`config.mk`:
```
export PLATFORM = sky130hd
export DESIGN_NAME = gpio_expander_wb_flat
export DESIGN_NICKNAME = d
export VERILOG_FILES = /design/src/rtl/gpio_expander_wb_if.sv /design/src/rtl/gpio_expander_wb.sv /design/src/flat_wrapper.sv
export SDC_FILE = /design/constraint.sdc
export NUM_CORES = 1
export LEC_CHECK = 0
export CAP_MARGIN = 20
export CORE_MARGIN = 3
export CORE_UTILIZATION = 55
export DETAILED_ROUTE_END_ITERATION = 7
export HOLD_SLACK_MARGIN = 0.1
export PLACE_DENSITY = 0.81
export RECOVER_POWER = 100
export SYNTH_ARGS = -nofsm -noshare
export SYNTH_HDL_FRONTEND = slang
export SYNTH_SLANG_ARGS = --single-unit
```
`constraint.sdc`:
```
create_clock -name wb_clk_i -period 4.92 [get_ports wb_clk_i]
set_clock_uncertainty 0.1 [all_clocks]
set_input_delay 0.738 -clock wb_clk_i [delete_from_list [all_inputs] [get_ports wb_clk_i]]
set_output_delay 0.738 -clock wb_clk_i [all_outputs]
set_load 0.05 [all_outputs]
```
`src/rtl/gpio_expander_wb_if.sv`:
```
// Wishbone classic slave bus bundle for the GPIO expander.
// The bus master drives the strobe, address and write data; the expander returns ack and read data.
interface gpio_expander_wb_if;
    logic        wbs_stb_i;
    logic        wbs_cyc_i;
    logic        wbs_we_i;
    logic [3:0]  wbs_sel_i;
    logic [31:0] wbs_adr_i;
    logic [31:0] wbs_dat_i;
    logic        wbs_ack_o;
    logic [31:0] wbs_dat_o;

    modport master (
        output wbs_stb_i, wbs_cyc_i, wbs_we_i, wbs_sel_i, wbs_adr_i, wbs_dat_i,
        input  wbs_ack_o, wbs_dat_o
    );

    modport slave (
        input  wbs_stb_i, wbs_cyc_i, wbs_we_i, wbs_sel_i, wbs_adr_i, wbs_dat_i,
        output wbs_ack_o, wbs_dat_o
    );
endinterface

```
`src/rtl/gpio_expander_wb.sv`:
```
// Wishbone GPIO expander: atomic output ops, output enables, synchronised inputs,
// sticky edge interrupts and a heartbeat square wave.
module gpio_expander_wb #(
    parameter int unsigned NPINS       = 32,
    parameter int unsigned SYNC_STAGES = 2,
    parameter int unsigned HB_DIV      = 12500000,
    parameter logic [31:0] VERSION     = 32'h0002_0000
) (
    input  logic               wb_clk_i,
    input  logic               wb_rst_ni,
    gpio_expander_wb_if.slave  wbs,
    input  logic [NPINS-1:0]   gpi,
    output logic [NPINS-1:0]   gpo,
    output logic [NPINS-1:0]   gpio_oeb,
    output logic               irq_o,
    output logic               hb_o
);
    localparam logic [3:0]  REG_DATA_OUT = 4'h0;
    localparam logic [3:0]  REG_OUT_SET  = 4'h1;
    localparam logic [3:0]  REG_OUT_CLR  = 4'h2;
    localparam logic [3:0]  REG_OUT_TGL  = 4'h3;
    localparam logic [3:0]  REG_OE       = 4'h4;
    localparam logic [3:0]  REG_DATA_IN  = 4'h5;
    localparam logic [3:0]  REG_RISE_EN  = 4'h6;
    localparam logic [3:0]  REG_FALL_EN  = 4'h7;
    localparam logic [3:0]  REG_IRQ_STAT = 4'h8;
    localparam logic [3:0]  REG_ID       = 4'h9;
    localparam logic [31:0] HB_LAST      = 32'(HB_DIV - 32'd1);

    function automatic logic [31:0] widen(input logic [NPINS-1:0] x);
        logic [31:0] w;
        w           = 32'd0;
        w[NPINS-1:0] = x;
        return w;
    endfunction

    function automatic logic [NPINS-1:0] narrow(input logic [31:0] x);
        return x[NPINS-1:0];
    endfunction

    logic [NPINS-1:0]                  data_out_q, data_out_d;
    logic [NPINS-1:0]                  oe_q, oe_d;
    logic [NPINS-1:0]                  rise_en_q, rise_en_d;
    logic [NPINS-1:0]                  fall_en_q, fall_en_d;
    logic [NPINS-1:0]                  irq_status_q, irq_status_d;
    logic [SYNC_STAGES-1:0][NPINS-1:0] sync_q, sync_d;
    logic [NPINS-1:0]                  prev_in_q, prev_in_d;
    logic [31:0]                       hb_cnt_q, hb_cnt_d;
    logic                              hb_q, hb_d;
    logic                              ack_q, ack_d;
    logic [31:0]                       dat_o_q, dat_o_d;

    logic             acc_s, wr_s;
    logic [3:0]       reg_idx_s;
    logic [31:0]      byte_mask_s, wbits_s, rdata_s;
    logic [NPINS-1:0] sync_in_s, rise_s, fall_s, irq_w1c_s;
    logic             unused_adr_s;

    assign unused_adr_s = ^{wbs.wbs_adr_i[31:6], wbs.wbs_adr_i[1:0]};

    // Bus decode, register next-state, input edge detection and heartbeat.
    always_comb begin
        acc_s       = wbs.wbs_stb_i & wbs.wbs_cyc_i & ~ack_q;
        wr_s        = acc_s & wbs.wbs_we_i;
        reg_idx_s   = wbs.wbs_adr_i[5:2];
        byte_mask_s = {{8{wbs.wbs_sel_i[3]}}, {8{wbs.wbs_sel_i[2]}},
                       {8{wbs.wbs_sel_i[1]}}, {8{wbs.wbs_sel_i[0]}}};
        // Unselected bytes behave as zero data for the atomic and W1C registers.
        wbits_s     = wbs.wbs_dat_i & byte_mask_s;

        sync_in_s = sync_q[SYNC_STAGES-1];
        rise_s    = sync_in_s & ~prev_in_q;
        fall_s    = ~sync_in_s & prev_in_q;
        sync_d    = {sync_q[SYNC_STAGES-2:0], gpi};
        prev_in_d = sync_in_s;

        data_out_d = data_out_q;
        oe_d       = oe_q;
        rise_en_d  = rise_en_q;
        fall_en_d  = fall_en_q;
        irq_w1c_s  = '0;
        if (wr_s) begin
            case (reg_idx_s)
                REG_DATA_OUT: data_out_d = narrow((widen(data_out_q) & ~byte_mask_s) | wbits_s);
                REG_OUT_SET:  data_out_d = data_out_q | narrow(wbits_s);
                REG_OUT_CLR:  data_out_d = data_out_q & ~narrow(wbits_s);
                REG_OUT_TGL:  data_out_d = data_out_q ^ narrow(wbits_s);
                REG_OE:       oe_d       = narrow((widen(oe_q) & ~byte_mask_s) | wbits_s);
                REG_RISE_EN:  rise_en_d  = narrow((widen(rise_en_q) & ~byte_mask_s) | wbits_s);
                REG_FALL_EN:  fall_en_d  = narrow((widen(fall_en_q) & ~byte_mask_s) | wbits_s);
                REG_IRQ_STAT: irq_w1c_s  = narrow(wbits_s);
                default:      irq_w1c_s  = '0;
            endcase
        end else begin
            irq_w1c_s = '0;
        end
        // A new enabled edge wins over a same-cycle clear of that bit.
        irq_status_d = (irq_status_q & ~irq_w1c_s) | (rise_s & rise_en_q) | (fall_s & fall_en_q);

        case (reg_idx_s)
            REG_DATA_OUT: rdata_s = widen(data_out_q);
            REG_OE:       rdata_s = widen(oe_q);
            REG_DATA_IN:  rdata_s = widen(sync_in_s);
            REG_RISE_EN:  rdata_s = widen(rise_en_q);
            REG_FALL_EN:  rdata_s = widen(fall_en_q);
            REG_IRQ_STAT: rdata_s = widen(irq_status_q);
            REG_ID:       rdata_s = VERSION;
            default:      rdata_s = 32'd0;
        endcase
        ack_d   = acc_s;
        dat_o_d = acc_s ? rdata_s : 32'd0;

        if (hb_cnt_q == HB_LAST) begin
            hb_cnt_d = 32'd0;
            hb_d     = ~hb_q;
        end else begin
            hb_cnt_d = hb_cnt_q + 32'd1;
            hb_d     = hb_q;
        end
    end

    // State registers with synchronous active-low reset.
    always_ff @(posedge wb_clk_i) begin
        if (!wb_rst_ni) begin
            data_out_q   <= '0;
            oe_q         <= '0;
            rise_en_q    <= '0;
            fall_en_q    <= '0;
            irq_status_q <= '0;
            sync_q       <= '0;
            prev_in_q    <= '0;
            hb_cnt_q     <= 32'd0;
            hb_q         <= 1'b0;
            ack_q        <= 1'b0;
            dat_o_q      <= 32'd0;
        end else begin
            data_out_q   <= data_out_d;
            oe_q         <= oe_d;
            rise_en_q    <= rise_en_d;
            fall_en_q    <= fall_en_d;
            irq_status_q <= irq_status_d;
            sync_q       <= sync_d;
            prev_in_q    <= prev_in_d;
            hb_cnt_q     <= hb_cnt_d;
            hb_q         <= hb_d;
            ack_q        <= ack_d;
            dat_o_q      <= dat_o_d;
        end
    end

    assign wbs.wbs_ack_o = ack_q;
    assign wbs.wbs_dat_o = dat_o_q;
    assign gpo           = data_out_q;
    assign gpio_oeb      = ~oe_q;
    assign irq_o         = |irq_status_q;
    assign hb_o          = hb_q;
endmodule

```
`src/flat_wrapper.sv`:
```
// flat-port wrapper written by rule: the top's interface ports become plain ports
module gpio_expander_wb_flat 
#(
    parameter int unsigned NPINS       = 32,
    parameter int unsigned SYNC_STAGES = 2,
    parameter int unsigned HB_DIV      = 12500000,
    parameter logic [31:0] VERSION     = 32'h0002_0000
)
  (wb_clk_i, wb_rst_ni, gpi, gpo, gpio_oeb, irq_o, hb_o, wbs_wbs_stb_i, wbs_wbs_cyc_i, wbs_wbs_we_i, wbs_wbs_sel_i, wbs_wbs_adr_i, wbs_wbs_dat_i, wbs_wbs_ack_o, wbs_wbs_dat_o);
  gpio_expander_wb_if wbs_i ();
  input  logic wb_clk_i;
  input  logic wb_rst_ni;
  input  logic [NPINS-1:0] gpi;
  output logic [NPINS-1:0] gpo;
  output logic [NPINS-1:0] gpio_oeb;
  output logic irq_o;
  output logic hb_o;
  input wire logic [$bits(wbs_i.wbs_stb_i)-1:0] wbs_wbs_stb_i;
  input wire logic [$bits(wbs_i.wbs_cyc_i)-1:0] wbs_wbs_cyc_i;
  input wire logic [$bits(wbs_i.wbs_we_i)-1:0] wbs_wbs_we_i;
  input wire logic [$bits(wbs_i.wbs_sel_i)-1:0] wbs_wbs_sel_i;
  input wire logic [$bits(wbs_i.wbs_adr_i)-1:0] wbs_wbs_adr_i;
  input wire logic [$bits(wbs_i.wbs_dat_i)-1:0] wbs_wbs_dat_i;
  output wire logic [$bits(wbs_i.wbs_ack_o)-1:0] wbs_wbs_ack_o;
  output wire logic [$bits(wbs_i.wbs_dat_o)-1:0] wbs_wbs_dat_o;
  assign wbs_i.wbs_stb_i = wbs_wbs_stb_i;
  assign wbs_i.wbs_cyc_i = wbs_wbs_cyc_i;
  assign wbs_i.wbs_we_i = wbs_wbs_we_i;
  assign wbs_i.wbs_sel_i = wbs_wbs_sel_i;
  assign wbs_i.wbs_adr_i = wbs_wbs_adr_i;
  assign wbs_i.wbs_dat_i = wbs_wbs_dat_i;
  assign wbs_wbs_ack_o = wbs_i.wbs_ack_o;
  assign wbs_wbs_dat_o = wbs_i.wbs_dat_o;
  gpio_expander_wb #(.NPINS(NPINS), .SYNC_STAGES(SYNC_STAGES), .HB_DIV(HB_DIV), .VERSION(VERSION)) u_core (.wb_clk_i(wb_clk_i), .wb_rst_ni(wb_rst_ni), .wbs(wbs_i), .gpi(gpi), .gpo(gpo), .gpio_oeb(gpio_oeb), .irq_o(irq_o), .hb_o(hb_o));
endmodule
```
==> results of run 1 <==
-- worst max-delay path, cell delays in order --
cell and delay [ns]:
sky130_fd_sc_hd__clkbuf_1 1.21, sky130_fd_sc_hd__nor2_1 0.24, sky130_fd_sc_hd__nand3_1 0.41, sky130_fd_sc_hd__clkbuf_1 1.15
sky130_fd_sc_hd__a2bb2oi_1 0.23, sky130_fd_sc_hd__a31oi_1 0.11
-- layout make-up --
cell class / count / area, um2
diodes: 3 / 7.507
repair buffers: 193 / 1851
inverters: 97 / 366.6
well taps: 324 / 405.4
flip-flops and latches: 322 / 6446
fillers: 1901 / 7764
clock buffers: 43 / 900.9
multi-input cells: 1020 / 6539
clock inverters: 14 / 254.0
-- power groups by stage --
stage | clock network (mW) | registers [mW] | logic (mW)
after floorplan | 0 | 2.74 | 0.176
after global placement | 0 | 2.73 | 0.324
after detailed placement | 0 | 2.73 | 0.334
after CTS | 2.68 | 2.67 | 0.337
after global routing | 2.78 | 2.68 | 0.358
final | 2.64 | 2.68 | 0.332
-- logic make-up (layout without fill, tap and decap cells) --
logic type                 Yosys count  after routing  share of synthesized area (%)
other                                0              3                              0
DFF                                322            322                          46.44
adders and majority gates           33             33                          2.975
buffers and inverters              194            347                          5.905
xor gates and xnor gates            11             11                         0.6942
muxes                              127            127                          9.159
and+or+nand+nor                    453            453                          16.66
AOI/OAI and AO/OA                  396            396                          18.16
-- through the flow --
step | instances | utilization, % | cell area, um2
3_3_place_gp | 1955 | 64.15 | 15740
3_5_place_dp | 1955 | 64.15 | 15740
6_report | 2016 | 68.35 | 16770
5_1_grt | 2016 | 68.35 | 16770
4_1_cts | 2012 | 68.86 | 16890
2_1_floorplan | 1536 | - | 13880
-- metal layers --
| metal | track usage (%) | part of all wire [%] | vias up |
|---|---|---|---|
| li1 | - | - | 5679 |
| met1 | 35.74 | 41 | 5731 |
| met2 | 45.66 | 48 | 559 |
| met3 | 4.164 | 8.0 | 100 |
| met4 | 10.52 | 3.5 | 0 |
| met5 | 0 | 0 | - |
-- worst max-delay path by stage --
stage | endpoint | cells past startpoint | slack (ns) | startpoint
floorplan | u_core.gpo[30]$_SDFFE_PN0P_ | 7 | 2.63 | wbs_wbs_sel_i[3]
global placement | flop | 6 | 1.61 | wbs_wbs_adr_i[3]
detailed placement | u_core.wbs.wbs_dat_o[30]$_SDFF_PN0_ | 6 | 1.54 | wbs_wbs_adr_i[3]
CTS | irq_o | 4 | 1.39 | u_core.irq_status_q[22]$_SDFF_PN0_
global route | u_core.gpo[13]$_SDFFE_PN0P_ | 6 | 0.81 | wbs_wbs_adr_i[4]
finish | u_core.gpo[1]$_SDFFE_PN0P_ | 6 | 1.04 | wbs_wbs_adr_i[4]
-- layout by cell type (no fill, tap or decap), types with 31 or more instances in the layout --
cell type	Yosys	final
sky130_fd_sc_hd__dfxtp_1	322	322
sky130_fd_sc_hd__dlygate4sd3_1	0	102
sky130_fd_sc_hd__nor2_1	202	202
sky130_fd_sc_hd__ha_1	33	33
sky130_fd_sc_hd__and2_1	70	51
sky130_fd_sc_hd__mux2i_1	127	127
sky130_fd_sc_hd__nand2_1	77	77
sky130_fd_sc_hd__a31oi_1	65	65
sky130_fd_sc_hd__clkbuf_16	0	31
sky130_fd_sc_hd__a21oi_1	84	84
sky130_fd_sc_hd__clkdlybuf4s50_1	0	71
sky130_fd_sc_hd__a2bb2oi_1	32	32
sky130_fd_sc_hd__o21ai_0	99	99
sky130_fd_sc_hd__inv_1	97	96
==> run_results.csv, run 1 <==
group,metric,value,unit
clock_tree,number_of_buffers_inserted_during_clock_tree_synthesis,31,
clock_tree,insertion_delay,0.55,ns
clock_tree,clock_tree.htree_level_count,1,
pwr,intPower,4.420,mW
pwr,power.combinational.fraction,5.9,%
routing,count_of_tritonroute_iterations_in_the_first_routing_pass,5,
die,die_x,164.9,um
routing,dr_drc_count,0,
setup_path,crit_arrival,4.11,ns
global_routing,grt-ovfl-total,0,
routing,route.detailed.vias_per_inst,5.987,
global_routing,globalRouteTotalUtil,27.34,%
hold_path,hold_path.startpoint,"u_core.sync_d[37]$_SDFF_PN0_",
sta,final.hold.worst_slack,0.3315,ns
global_routing,via_count_of_the_first_global_routing_pass,11690,
yosys,synth_area_per_cell,9.036,um2
setup_path,worst-path-max-fanout,25,
status,outcome,"complete, but fails checks",
sta,max-slew-margin-rel,-41.09,%
sta,timing.final.crit_share,78.88,%
die,initial_core_util,56.57,%
yosys,synthDominantAreaCellType,"sky130_fd_sc_hd__dfxtp_1",
clock_tree,clk_root_buffer_cell,"sky130_fd_sc_hd__clkbuf_16",
clock_tree,cts_hold_buf,0,
clock_tree,clkTransAtPathRegs,0.06,ns
status,violations,"capacitance limit, slew limit",
setup_path,required,5.15,ns
yosys,flip_flop_and_latch_count_after_synthesis,322,
yosys,total_number_of_yosys_warnings,0,
pwr,seqPwrFrac,47.3,%
sta,final_period_minus_worst_setup_slack,3.881,ns
routing,drtAntennaViolNets,0,
placed_design,port-buffer-count,175,
routing,routed_wl,37870,um
pwr,clock_power_share,46.8,%
global_routing,grt_first_pass_wirelength,60420,um
hold_path,timing.hold.worst_path_depth,1,
sta,fmax,0.2577,GHz
die,num_io_pins,204,
sta,setup_slack,1.039,ns
setup_path,r2r_cells,5,
placed_design,finalWeightedCongestion,0.8492,
setup_path,startpoint_class,"primary input",
placed_design,dp_worst_setup_slack,1.543,ns
final_layout,area_delta_synth_final,20.82,%
final_layout,layout.nets,1803,
setup_path,crit-reg2reg-capture,"u_core.gpo[13]$_SDFFE_PN0P_",
sta,rsz0062_at_grt,"no",
clock_tree,cts_setup_buffers,0,
pwr,vdd_ir_drop_max,0.3045,mV
yosys,synthTopCellsByArea,"sky130_fd_sc_hd__dfxtp_1 (46%), sky130_fd_sc_hd__mux2i_1 (9.2%), sky130_fd_sc_hd__nor2_1 (5.5%)",
final_layout,post_route_cells_drive_above_1_share,4.737,%
die,die_height,164.9,um
yosys,synth.yosys.seq_area_share,46.44,%
yosys,number_of_flops_mapped_to_enable_cells_by_yosys,0,
yosys,yosysUniqueCellTypes,59,
routing,vias,12070,
yosys,synth.most_common_cell,"sky130_fd_sc_hd__dfxtp_1",
setup_path,critPathKind,"in -> reg",
setup_path,r2r_slack,1.76,ns
global_routing,grt_antenna_before_repair,2,
clock_tree,tritoncts_clock_tree,"built",
clock_tree,postCtsResizedCells,0,
sta,actual_transition_at_the_worst_max_transition_pin,2.116,ns
die,core-area,0.02453,mm2
pwr,total_power,5.651,mW
sta,setup_viol,0,
yosys,synth_top_cell_area_share,46.44,%
sta,slew_viol_final,330,
yosys,synth_async_sr_flop_share,0,%
hold_path,min_to,"u_core.prev_in_d[5]$_SDFF_PN0_",
clock_tree,ctsLongestPathBuffers,3,
routing,avgRoutedWirePerCell,18.78,um
routing,dr.first_iter.drc_count,1072,
die,std_cell_rows,57,
pwr,switching_power,1.231,mW
global_routing,grt_start_max_net_pins,99,
pwr,leakage,6.993,nW
flow_run,maxCapViolCount,6,
pwr,swShare,21.79,%
yosys,synth.cell_area,0.01388,mm2
clock_tree,tritoncts_num_sinks,322,
sta,report.final.hold_viol_count,0,
pwr,p_per_area,337.0,mW/mm2
hold_path,hp-class,"reg -> reg",
sta,setup_total_negative_slack,0,ns
die,dieArea,0.02718,mm2
setup_path,startpoint_of_the_worst_register_to_register_path,"u_core.wbs.wbs_ack_o$_SDFF_PN0_",
setup_path,endpoint_kind,"flop",
yosys,yosys-top-cells-count,"sky130_fd_sc_hd__dfxtp_1 (322), sky130_fd_sc_hd__nor2_1 (202), sky130_fd_sc_hd__mux2i_1 (127), sky130_fd_sc_hd__o21ai_0 (99), sky130_fd_sc_hd__inv_1 (97)",
yosys,synth_nets,1674,
yosys,synthesis.instances,1536,
yosys,synthFlopType,"sky130_fd_sc_hd__dfxtp_1",
placed_design,dp_hpwl,24340,um
Note: power is estimated with default switching activity, not from simulation.
==> inputs of run 2 (changes only) <==
CORE_UTILIZATION = 54   (was 55)
PLACE_DENSITY = 0.79   (was 0.81)
clock period = 4 ns   (was 4.92 ns; I/O delays follow)
==> run_results.csv, run 2 (synthesis results as in run 1) <==
group,metric,value,unit
clock_tree,postCtsResizedCells,0,
setup_path,worst-path-max-fanout,30,
die,die_x,166.3,um
clock_tree,clk_root_buffer_cell,"sky130_fd_sc_hd__clkbuf_16",
placed_design,finalWeightedCongestion,0.8431,
setup_path,startpoint_of_the_worst_register_to_register_path,"u_core.hb_cnt_q[0]$_SDFF_PP0_",
sta,fmax,0.2788,GHz
clock_tree,clkTransAtPathRegs,0.06,ns
global_routing,grt_antenna_before_repair,2,
final_layout,layout.nets,1810,
sta,rsz0062_at_grt,"no",
setup_path,crit_arrival,3.90,ns
routing,avgRoutedWirePerCell,19.02,um
placed_design,dp_hpwl,24920,um
setup_path,crit_start,"wbs_wbs_adr_i[5]",
die,dieArea,0.02766,mm2
setup_path,critPathKind,"in -> reg",
status,outcome,"complete, but fails checks",
routing,vias,12000,
die,num_io_pins,204,
sta,setup_total_negative_slack,0,ns
clock_tree,insertion_delay,0.51,ns
routing,drtAntennaViolNets,0,
clock_tree,cts_setup_buffers,0,
final_layout,stdcell_area,0.01682,mm2
die,die_height,166.3,um
pwr,vdd_ir_drop_max,0.3104,mV
global_routing,grt_first_pass_wirelength,61180,um
pwr,total_power,6.899,mW
final_layout,post_route_cells_drive_above_1_share,4.962,%
global_routing,globalRouteTotalUtil,26.88,%
routing,dr.first_iter.drc_count,1081,
setup_path,startpoint_class,"primary input",
global_routing,grt-ovfl-total,0,
clock_tree,tritoncts_clock_tree,"built",
placed_design,dp_worst_setup_slack,0.8274,ns
clock_tree,cts_hold_buf,0,
die,core-area,0.02525,mm2
status,violations,"capacitance limit, slew limit",
sta,setup_viol,0,
clock_tree,ctsLongestPathBuffers,3,
placed_design,placement_stage_cell_area,0.01583,mm2
die,std_cell_rows,58,
routing,routed_wl,38490,um
routing,count_of_tritonroute_iterations_in_the_first_routing_pass,5,
clock_tree,number_of_buffers_inserted_during_clock_tree_synthesis,35,
setup_path,endpoint_kind,"flop",
hold_path,hold_path.startpoint,"u_core.sync_d[42]$_SDFF_PN0_",
placed_design,port-buffer-count,175,
pwr,p_per_area,410.1,mW/mm2
sta,final_period_minus_worst_setup_slack,3.587,ns
global_routing,via_count_of_the_first_global_routing_pass,11610,
final_layout,post_layout_nonfiller_instances,2024,
die,initial_core_util,54.96,%
hold_path,hp-class,"reg -> reg",
clock_tree,clock_tree.htree_level_count,2,
sta,setup_slack,0.4130,ns
global_routing,grt_start_max_net_pins,99,
routing,dr_drc_count,0,
sta,slew_viol_final,314,
sta,report.final.hold_viol_count,0,
setup_path,required,4.32,ns
sta,actual_transition_at_the_worst_max_transition_pin,3.126,ns
final_layout,mostFrequentLayoutCells,"sky130_fd_sc_hd__dfxtp_1 (322), sky130_fd_sc_hd__nor2_1 (202), sky130_fd_sc_hd__mux2i_1 (127)",
placed_design,placedCellCount,1965,
sta,timing.final.crit_share,89.68,%
final_layout,final_common_cell,"sky130_fd_sc_hd__dfxtp_1",
pwr,leakage,6.988,nW
clock_tree,tritoncts_num_sinks,322,
routing,route.detailed.vias_per_inst,5.929,
sta,max-slew-margin-rel,-108.4,%
flow_run,maxCapViolCount,5,
final_layout,area_delta_synth_final,21.19,%
[run 2: cell types whose count changed in the layout (fill, tap and decap cells not counted), moves of 3 or more]
| cell | delta |
|---|---|
| sky130_fd_sc_hd__clkbuf_16 | +6 |
| sky130_fd_sc_hd__a21boi_1 | -28 |
| sky130_fd_sc_hd__buf_12 | +3 |
| sky130_fd_sc_hd__a21boi_0 | +28 |
| sky130_fd_sc_hd__clkbuf_1 | +3 |
| sky130_fd_sc_hd__bufinv_16 | -5 |
| sky130_fd_sc_hd__nand3_2 | +3 |
| sky130_fd_sc_hd__nand3_1 | -3 |
[run 2: final timing paths]
check,cells past startpoint,slack [ns],endpoint
max reg2reg,5,0.70,u_core.hb_cnt_q[12]$_SDFF_PP0_
min,1,0.32,u_core.prev_in_d[10]$_SDFF_PN0_
min reg2reg,1,0.32,u_core.prev_in_d[10]$_SDFF_PN0_
max,5,0.41,u_core.wbs.wbs_dat_o[2]$_SDFF_PN0_
[run 2: cell type report]
type                            instances  area [um2]
Clock buffer                           49        1031
Inverter                               97       366.6
Timing Repair Buffer                  196        1904
Multi-Input combinational cell       1020        6554
Antenna cell                            1       2.502
Tap cell                              330       412.9
Clock inverter                          9       103.9
Sequential cell                       322        6446
Fill cell                            2040        8433
[run 2: stage by stage]
stage	hold WS [ns]	utilization (%)
2_1_floorplan	0.3119	-
3_3_place_gp	0.3146	62.69
3_5_place_dp	0.3177	62.69
4_1_cts	0.3163	67.19
5_1_grt	0.3358	66.61
6_report	0.3169	66.61
[run 2: critical path, stage by stage]
cell	delay, ns
sky130_fd_sc_hd__dlygate4sd3_1	0.86
sky130_fd_sc_hd__nor4b_1	0.42
sky130_fd_sc_hd__clkbuf_1	1.46
sky130_fd_sc_hd__a221oi_1	0.29
sky130_fd_sc_hd__a21oi_1	0.26
[run 2: report_power, final]
part / switching (mW) / internal, mW
logic: 0.249 / 0.164
registers: 0.0328 / 3.26
clock network: 1.27 / 1.92
total: 1.56 / 5.34
[run 2: routing by layer]
metal	vias up	wire length, um	global-route usage (%)
li1	5695	-	-
met2	485	18510	45.43
met4	2	1351	10.80
met5	-	13	0
met3	105	2903	4.999
met1	5714	15710	34.14
==> inputs of run 3 (changes only) <==
CORE_UTILIZATION = 55   (was 54)
CTS_BUF_LIST = sky130_fd_sc_hd__clkbuf_8   (was default)
PLACE_DENSITY = 0.81   (was 0.79)
==> run_results.csv, run 3 (synthesis results as in run 1) <==
group,metric,value,unit
pwr,p_per_area,387.1,mW/mm2
routing,dr_drc_count,0,
setup_path,crit_arrival,3.75,ns
clock_tree,tritoncts_clock_tree,"built",
placed_design,port-buffer-count,175,
clock_tree,cts_setup_buffers,0,
clock_tree,clk_root_buffer_cell,"sky130_fd_sc_hd__clkbuf_8",
final_layout,layout.nets,1830,
sta,actual_transition_at_the_worst_max_transition_pin,3.518,ns
die,num_io_pins,204,
setup_path,required,4.19,ns
sta,setup_viol,0,
placed_design,dp_worst_setup_slack,0.8231,ns
sta,report.final.hold_viol_count,0,
die,die_x,164.9,um
routing,dr.first_iter.drc_count,1071,
routing,vias,12110,
sta,timing.final.crit_share,88.86,%
routing,count_of_tritonroute_iterations_in_the_first_routing_pass,5,
setup_path,critPathKind,"in -> reg",
clock_tree,tritoncts_num_sinks,322,
routing,avgRoutedWirePerCell,18.32,um
die,std_cell_rows,57,
global_routing,via_count_of_the_first_global_routing_pass,11690,
hold_path,timing.hold.worst_path_depth,1,
sta,fmax,0.2813,GHz
sta,setup_total_negative_slack,0,ns
clock_tree,cts_hold_buf,0,
setup_path,worst-path-max-fanout,165,
global_routing,grt_start_max_net_pins,166,
global_routing,grt_first_pass_wirelength,59700,um
final_layout,fillerInstances,1972,
global_routing,globalRouteTotalUtil,27.21,%
final_layout,final_common_cell,"sky130_fd_sc_hd__dfxtp_1",
die,initial_core_util,56.57,%
routing,route.detailed.vias_per_inst,5.899,
global_routing,grt-ovfl-total,0,
pwr,vdd_ir_drop_max,0.3378,mV
clock_tree,ctsLongestPathBuffers,3,
flow_run,maxCapViolCount,3,
routing,routed_wl,37620,um
setup_path,critical_path.cell_chain,"clkbuf_1, clkinvlp_2, clkbuf_2, nor2_1",
die,core-area,0.02453,mm2
sta,max-slew-margin-rel,-134.5,%
clock_tree,insertion_delay,0.56,ns
final_layout,layout.core_utilization,68.50,%
hold_path,hp-class,"reg -> reg",
placed_design,dp_hpwl,24980,um
setup_path,critical-path-slowest-cell,"sky130_fd_sc_hd__clkbuf_2",
final_layout,post_route_cells_drive_above_1_share,7.180,%
sta,final_period_minus_worst_setup_slack,3.555,ns
setup_path,startpoint_class,"primary input",
global_routing,grt_antenna_before_repair,2,
status,violations,"capacitance limit, slew limit",
clock_tree,clkTransAtPathRegs,0.06,ns
sta,slew_viol_final,274,
final_layout,mostFrequentLayoutCells,"sky130_fd_sc_hd__dfxtp_1 (322), sky130_fd_sc_hd__nor2_1 (202), sky130_fd_sc_hd__mux2i_1 (127)",
final_layout,multiInputGateArea,0.006610,mm2
sta,setup_slack,0.4455,ns
die,dieArea,0.02718,mm2
final_layout,area_delta_synth_final,21.09,%
setup_path,r2r_cells,6,
setup_path,endpoint_kind,"flop",
clock_tree,postCtsResizedCells,0,
status,outcome,"complete, but fails checks",
placed_design,finalWeightedCongestion,0.8588,
setup_path,critical-path-max-stage-delay,2.36,ns
clock_tree,clock_tree.htree_level_count,2,
clock_tree,number_of_buffers_inserted_during_clock_tree_synthesis,50,
placed_design,placement_stage_cell_area,0.01584,mm2
die,die_height,164.9,um
pwr,leakage,7.063,nW
final_layout,stdcell_area,0.01681,mm2
sta,rsz0062_at_grt,"no",
final_layout,seqCellArea,0.006446,mm2
routing,drtAntennaViolNets,0,
==> run 3: changes by cell type in the layout (fill, tap and decap cells not counted), sizes merged, moves of 2 or more <==
| cell | delta |
|---|---|
| clkbuf | +14 |
| clkdlybuf4s50 | +2 |
| buf | +10 |
| inv | +13 |
| dlygate4sd3 | -2 |
==> run 3: where the power goes <==
group	switching [mW]	internal, mW	total [mW]
Sequential	0.0329	3.26	3.29
Combinational	0.247	0.166	0.413
Clock	1.24	1.56	2.80
==> run 3: cell type report <==
type / count / area share, %
well taps: 324 / 2.412
diodes: 2 / 0.02978
flip-flops and latches: 322 / 38.36
repair buffers: 201 / 11.52
multi-input cells: 1020 / 39.33
clock buffers: 68 / 5.569
clock inverters: 19 / 0.6105
inverters: 97 / 2.174
==> run 3: worst paths after layout <==
path / start / slack (ns) / end
worst max-delay path: wb_rst_ni / 0.45 / flop
worst min-delay path: u_core.sync_d[57]$_SDFF_PN0_ / 0.33 / u_core.prev_in_d[25]$_SDFF_PN0_
worst max register to register: u_core.hb_cnt_q[0]$_SDFF_PP0_ / 0.71 / u_core.hb_cnt_q[21]$_SDFF_PP0_
worst min register to register: u_core.sync_d[57]$_SDFF_PN0_ / 0.33 / u_core.prev_in_d[25]$_SDFF_PN0_
==> run 3: layer usage <==
layer	vias to the layer above	wire, um	global-route usage (%)
met4	0	1451	11.97
met5	-	0	0
li1	5731	-	-
met2	517	17710	45.60
met1	5766	15420	34.43
met3	97	3030	4.690
==> run 3: critical path, delay by kind of cell <==
kind | cells | cell delay (ns)
buf+inv | 3 | 2.68
simple gates | 1 | 0.21
==> run 3: metrics by stage <==
stage	hold slack, ns	power [mW]	cells
6_report	0.3304	6.505	2053
3_5_place_dp	0.3195	3.779	1963
2_1_floorplan	0.3119	3.591	1536
4_1_cts	0.3344	6.555	2050
3_3_place_gp	0.3131	3.767	1963
5_1_grt	0.3373	6.742	2053
